==> config.mk <==
export PLATFORM = sky130hd
export DESIGN_NAME = sram_ctrl
export DESIGN_NICKNAME = d
export VERILOG_FILES = /design/src/rtl/sram_ctrl.sv
export SDC_FILE = /design/constraint.sdc
export NUM_CORES = 1
export LEC_CHECK = 0
export ABC_CLOCK_PERIOD_IN_PS = 2300
export CORE_MARGIN = 2
export CORE_UTILIZATION = 37
export DETAILED_ROUTE_END_ITERATION = 12
export PLACE_DENSITY_LB_ADDON = 0.3
export SYNTH_ARGS = -nofsm -noshare
export SYNTH_HDL_FRONTEND = slang
export SYNTH_SLANG_ARGS = --single-unit
==> constraint.sdc <==
create_clock -name clk -period 2.3 [get_ports clk]
set_clock_uncertainty 0.15 [all_clocks]
set_input_delay 0.46 -clock clk [delete_from_list [all_inputs] [get_ports clk]]
set_output_delay 0.46 -clock clk [all_outputs]
set_load 0.01 [all_outputs]
==> src/rtl/sram_ctrl.sv <==
// Asynchronous 16-bit SRAM controller: rd/wr strobes become timed CE#/OE#/WE# cycles.
// Optional drop counter output enabled by defining SRAM_CTRL_DROP_CNT_EN.
module sram_ctrl #(
  parameter int unsigned ADDR_W     = 16,
  parameter int unsigned RD_WAIT    = 3,
  parameter int unsigned WR_WAIT    = 3,
  parameter int unsigned TURNAROUND = 1
) (
  input  logic              clk,
  input  logic              rst,
  input  logic              req,
  input  logic              rd,
  input  logic              wr,
  input  logic [15:0]       addr,
  input  logic [15:0]       wdata,
  output logic [15:0]       rdata,
  output logic              busy,
  output logic              data_valid,
  output logic [ADDR_W-1:0] sram_a,
  output logic [15:0]       sram_dq_o,
  output logic              sram_dq_oe,
  input  logic [15:0]       sram_dq_i,
  output logic              sram_ce_n,
  output logic              sram_oe_n,
  output logic              sram_we_n,
  output logic              sram_ub_n,
  output logic              sram_lb_n
`ifdef SRAM_CTRL_DROP_CNT_EN
  ,
  output logic [7:0]        drop_cnt
`endif
);

  localparam int unsigned CNT_W = 4;
  localparam int unsigned TURN_LOAD_I = (TURNAROUND > 0) ? TURNAROUND - 1 : 0;
  localparam logic [CNT_W-1:0] RD_LOAD   = CNT_W'(RD_WAIT - 1);
  localparam logic [CNT_W-1:0] WR_LOAD   = CNT_W'(WR_WAIT - 1);
  localparam logic [CNT_W-1:0] TURN_LOAD = CNT_W'(TURN_LOAD_I);

  typedef enum logic [2:0] {
    IDLE, RD_ACC, WR_SETUP, WR_PULSE, WR_HOLD, TURN
  } state_t;

  localparam state_t POST_ACC = (TURNAROUND == 0) ? IDLE : TURN;

  state_t           state_q, state_d;
  logic [CNT_W-1:0] cnt_q, cnt_d;
  logic             accept_rd, accept_wr, capture;
  logic             ce_n_d, oe_n_d, we_n_d, dq_oe_d;
  logic [15:0]      sram_a_q;

  // Next state, wait counter, and next values of the pin strobes.
  always_comb begin
    state_d   = state_q;
    cnt_d     = cnt_q;
    accept_rd = 1'b0;
    accept_wr = 1'b0;
    capture   = 1'b0;
    case (state_q)
      IDLE: begin
        if (req && wr) begin
          state_d   = WR_SETUP;
          accept_wr = 1'b1;
        end else if (req && rd) begin
          state_d   = RD_ACC;
          cnt_d     = RD_LOAD;
          accept_rd = 1'b1;
        end
      end
      RD_ACC: begin
        if (cnt_q == '0) begin
          capture = 1'b1;
          state_d = POST_ACC;
          cnt_d   = TURN_LOAD;
        end else begin
          cnt_d = cnt_q - CNT_W'(1);
        end
      end
      WR_SETUP: begin
        state_d = WR_PULSE;
        cnt_d   = WR_LOAD;
      end
      WR_PULSE: begin
        if (cnt_q == '0) state_d = WR_HOLD;
        else             cnt_d   = cnt_q - CNT_W'(1);
      end
      WR_HOLD: begin
        state_d = POST_ACC;
        cnt_d   = TURN_LOAD;
      end
      TURN: begin
        if (cnt_q == '0) state_d = IDLE;
        else             cnt_d   = cnt_q - CNT_W'(1);
      end
      default: state_d = IDLE;
    endcase

    ce_n_d  = !(state_d inside {RD_ACC, WR_SETUP, WR_PULSE, WR_HOLD});
    oe_n_d  = (state_d != RD_ACC);
    we_n_d  = (state_d != WR_PULSE);
    dq_oe_d = (state_d inside {WR_SETUP, WR_PULSE, WR_HOLD});
  end

  // Strobes are registered from the next state so the pins change only on clock edges.
  always_ff @(posedge clk) begin
    if (rst) begin
      state_q    <= IDLE;
      cnt_q      <= '0;
      busy       <= 1'b0;
      data_valid <= 1'b0;
      rdata      <= '0;
      sram_a_q   <= '0;
      sram_dq_o  <= '0;
      sram_dq_oe <= 1'b0;
      sram_ce_n  <= 1'b1;
      sram_oe_n  <= 1'b1;
      sram_we_n  <= 1'b1;
    end else begin
      state_q    <= state_d;
      cnt_q      <= cnt_d;
      busy       <= (state_d != IDLE);
      data_valid <= capture;
      sram_dq_oe <= dq_oe_d;
      sram_ce_n  <= ce_n_d;
      sram_oe_n  <= oe_n_d;
      sram_we_n  <= we_n_d;
      if (capture)                sram_a_q  <= sram_a_q;
      if (capture)                rdata     <= sram_dq_i;
      if (accept_rd || accept_wr) sram_a_q  <= addr;
      if (accept_wr)              sram_dq_o <= wdata;
    end
  end

  assign sram_a    = ADDR_W'(sram_a_q);
  assign sram_ub_n = 1'b0;
  assign sram_lb_n = 1'b0;

`ifdef SRAM_CTRL_DROP_CNT_EN
  logic drop_c;
  assign drop_c = (rd || wr) && ((state_q != IDLE) || !req || (rd && wr));

  // Saturating count of strobes that were not turned into an access.
  always_ff @(posedge clk) begin
    if (rst)                           drop_cnt <= '0;
    else if (drop_c && drop_cnt != '1) drop_cnt <= drop_cnt + 8'd1;
  end
`endif

endmodule

==> results.ini <==
[outcome]
status=finished, final reports clean

[setup_path]
cp-start-kind=flop
reg2reg_depth=6
r2r_start=cnt_q[0]$_SDFFE_PP0P_
crit_arrival_ns=2.11
worstReg2RegEnd=cnt_q[2]$_SDFFE_PP0P_
crit_end=cnt_q[2]$_SDFFE_PP0P_
startpoint=cnt_q[0]$_SDFFE_PP0P_
required_ns=2.37
critPathKind=reg2reg
crit_path_end_kind=flop
worst-path-max-fanout=6
r2r_slack_ns=0.26

[power]
p_per_area_nw_per_um2=970
ir_drop_mv=0.432
leakage_nw=1.30
finalPower_mw=3.51

[timing]
setup_ws_ns=0.255
hold_viol_final=0
finalSetupTns_ns=0
fmax_mhz=489
fin_crit_sh=0.889
fin_crit_ns=2.04
drv_slew=0
worst_pin_slew_ns=0.586
rsz0062_at_grt=false
slew_headroom=0.609
setup_viol=0

[clock_network]
cts-root-buf=clkbuf_8
hold_buffers=0
cts_buffers=9
clkTransAtPathRegs_ns=0.07
post_cts_buffers=0
clock_latency_ns=0.32
cts-resized-gates=0
ctsHtreeMaxLevel=3
clock-sinks=61
cts_tree=built
cts_buffer_depth=2

[drt]
ant_nets=0
vias_per_cell=4.89
dr.pass1.iters=4
wirelength_um=5870
route.detailed.drc=0
vias=2272
drt_iter0_drc=69
wire_per_inst_um=12.6

[layout]
antenna_cells=0
final_cells=465
syn_to_final_growth_pct=54.9
drive_gt1_frac=0.0692
stdcell_area_um2=3610
nets=441

[logic_synthesis]
synth_edf_count=0
synth-seq-area-share=0.523
synthMostInstantiatedCell=nand2_1
yosysWarnings=0
netlist-cell-type-count=39
post-synth-top-area-cell=dfxtp_1
synthArstFlopShare=0
yosys-top-cells-count=nand2_1 (100), dfxtp_1 (61), a21oi_1 (51)
ys.flop_type=dfxtp_1
synth-seq-cells=61
syn_avg_cell_area_um2=8.33
synth_top_cells_by_area=dfxtp_1 (52%), nand2_1 (16%), a21oi_1 (11%), buf_4 (1.3%), clkbuf_1 (1.3%)
synthCells=280
netlist.area_leader.share=0.523
synth_area_um2=2330

[floorplan]
start_util=0.390
core_um2=5990
die_area_um2=6960
die_x_um=83.4
chipHeight_um=83.4
num_rows=28
io_pins=109

[placed_design]
post-place-ws_ns=0.277
place_area_um2=3440
port_buffers=106
hpwl_um=4160
gp_congestion=0.830
dp.cells=450

[grt]
gr-total-overflow=0
grt_pass1_wl_um=9740
grt_max_degree=28
grt_pass1_vias=2111
grt_use_total=0.171
antenna_found_initial=0

[flow_run]
cap_violations=0

[min_path]
worst_hold_path_type=in2reg

==> critical path: stages, from the launching register on <==
cell	delay (ns)
dfxtp_1	0.35
inv_1	0.08
ha_1	0.25
and4bb_1	0.26
o21ai_1	0.38
o2111ai_1	0.18
a32o_1	0.28
==> worst min path at each step <==
stage                                    start                         end  slack (ns)  depth (start not counted)
floorplan                cnt_q[0]$_SDFFE_PP0P_       cnt_q[0]$_SDFFE_PP0P_        0.30                          2
global placement     sram_dq_o[2]$_SDFFE_PP0P_   sram_dq_o[2]$_SDFFE_PP0P_        0.29                          2
detailed placement  sram_dq_o[11]$_SDFFE_PP0P_  sram_dq_o[11]$_SDFFE_PP0P_        0.30                          2
CTS                                        rst       state_q[2]$_SDFF_PP0_        0.23                          2
global route                               rst       state_q[1]$_SDFF_PP0_        0.25                          2
finish                                     rst       state_q[2]$_SDFF_PP0_        0.24                          2
==> stage by stage <==
stage               hold WS, ns  utilization
floorplan                 0.303            -
global placement          0.290        0.574
detailed placement        0.297        0.574
CTS                       0.228        0.603
global route              0.253        0.603
finish                    0.243        0.603
==> report_power, final <==
part | total (mW) | switching (mW) | leakage [nW] | internal [mW]
logic | 1.26 | 0.619 | 0.713 | 0.639
registers | 1.39 | 0.142 | 0.498 | 1.25
clock network | 0.856 | 0.383 | 0.0926 | 0.473
==> routing by layer <==
metal	track usage	vias up	routed length [um]
li1	-	1143	-
met1	0.207	1041	2640
met2	0.275	80	2660
met3	0.0636	8	515
met4	0.0718	0	57
met5	0	-	0
==> state kept, by name, summed over array words and instances (netlist names) <==
signal and cells:
sram_we_n 1, sram_ce_n 1, cnt_q 4, sram_dq_o 16
rdata 16, busy 1, sram_a 16, sram_dq_oe 1
sram_oe_n 1, data_valid 1, state_q 3
==> cells by family (layout without fill, tap and decap cells) <==
kind of cell | count (synthesis) | after routing | synth area share
simple gates | 128 | 128 | 0.247
compound gates | 67 | 67 | 0.171
flops | 61 | 61 | 0.523
buf+inv | 21 | 130 | 0.0461
fa+ha+maj | 2 | 2 | 0.0107
other cells | 1 | 2 | 0.00161
==> area by class of cell <==
type                            instances  area, um2
Multi-Input combinational cell        199       1010
Sequential cell                        61       1220
Clock buffer                           14        173
Tap cell                               75       93.8
Fill cell                             541       2380
Clock inverter                          1       5.00
Inverter                                3       11.3
Timing Repair Buffer                  112       1100
==> cells in the final DEF (no fill, tap or decap), types with 2 or more instances in the layout <==
master and n:
clkdlybuf4s50_1 105, nand2_1 100, dfxtp_1 61, a21oi_1 51
clkbuf_8 12, nor2_1 7, buf_4 6, inv_1 3
and3_1 3, nand3_1 3, nor3_1 2, nor3b_1 2
o2111ai_1 2, nor2b_1 2, a32o_1 2, ha_1 2
conb_1 2, clkbuf_1 2
(Power assumes the default switching activity.)
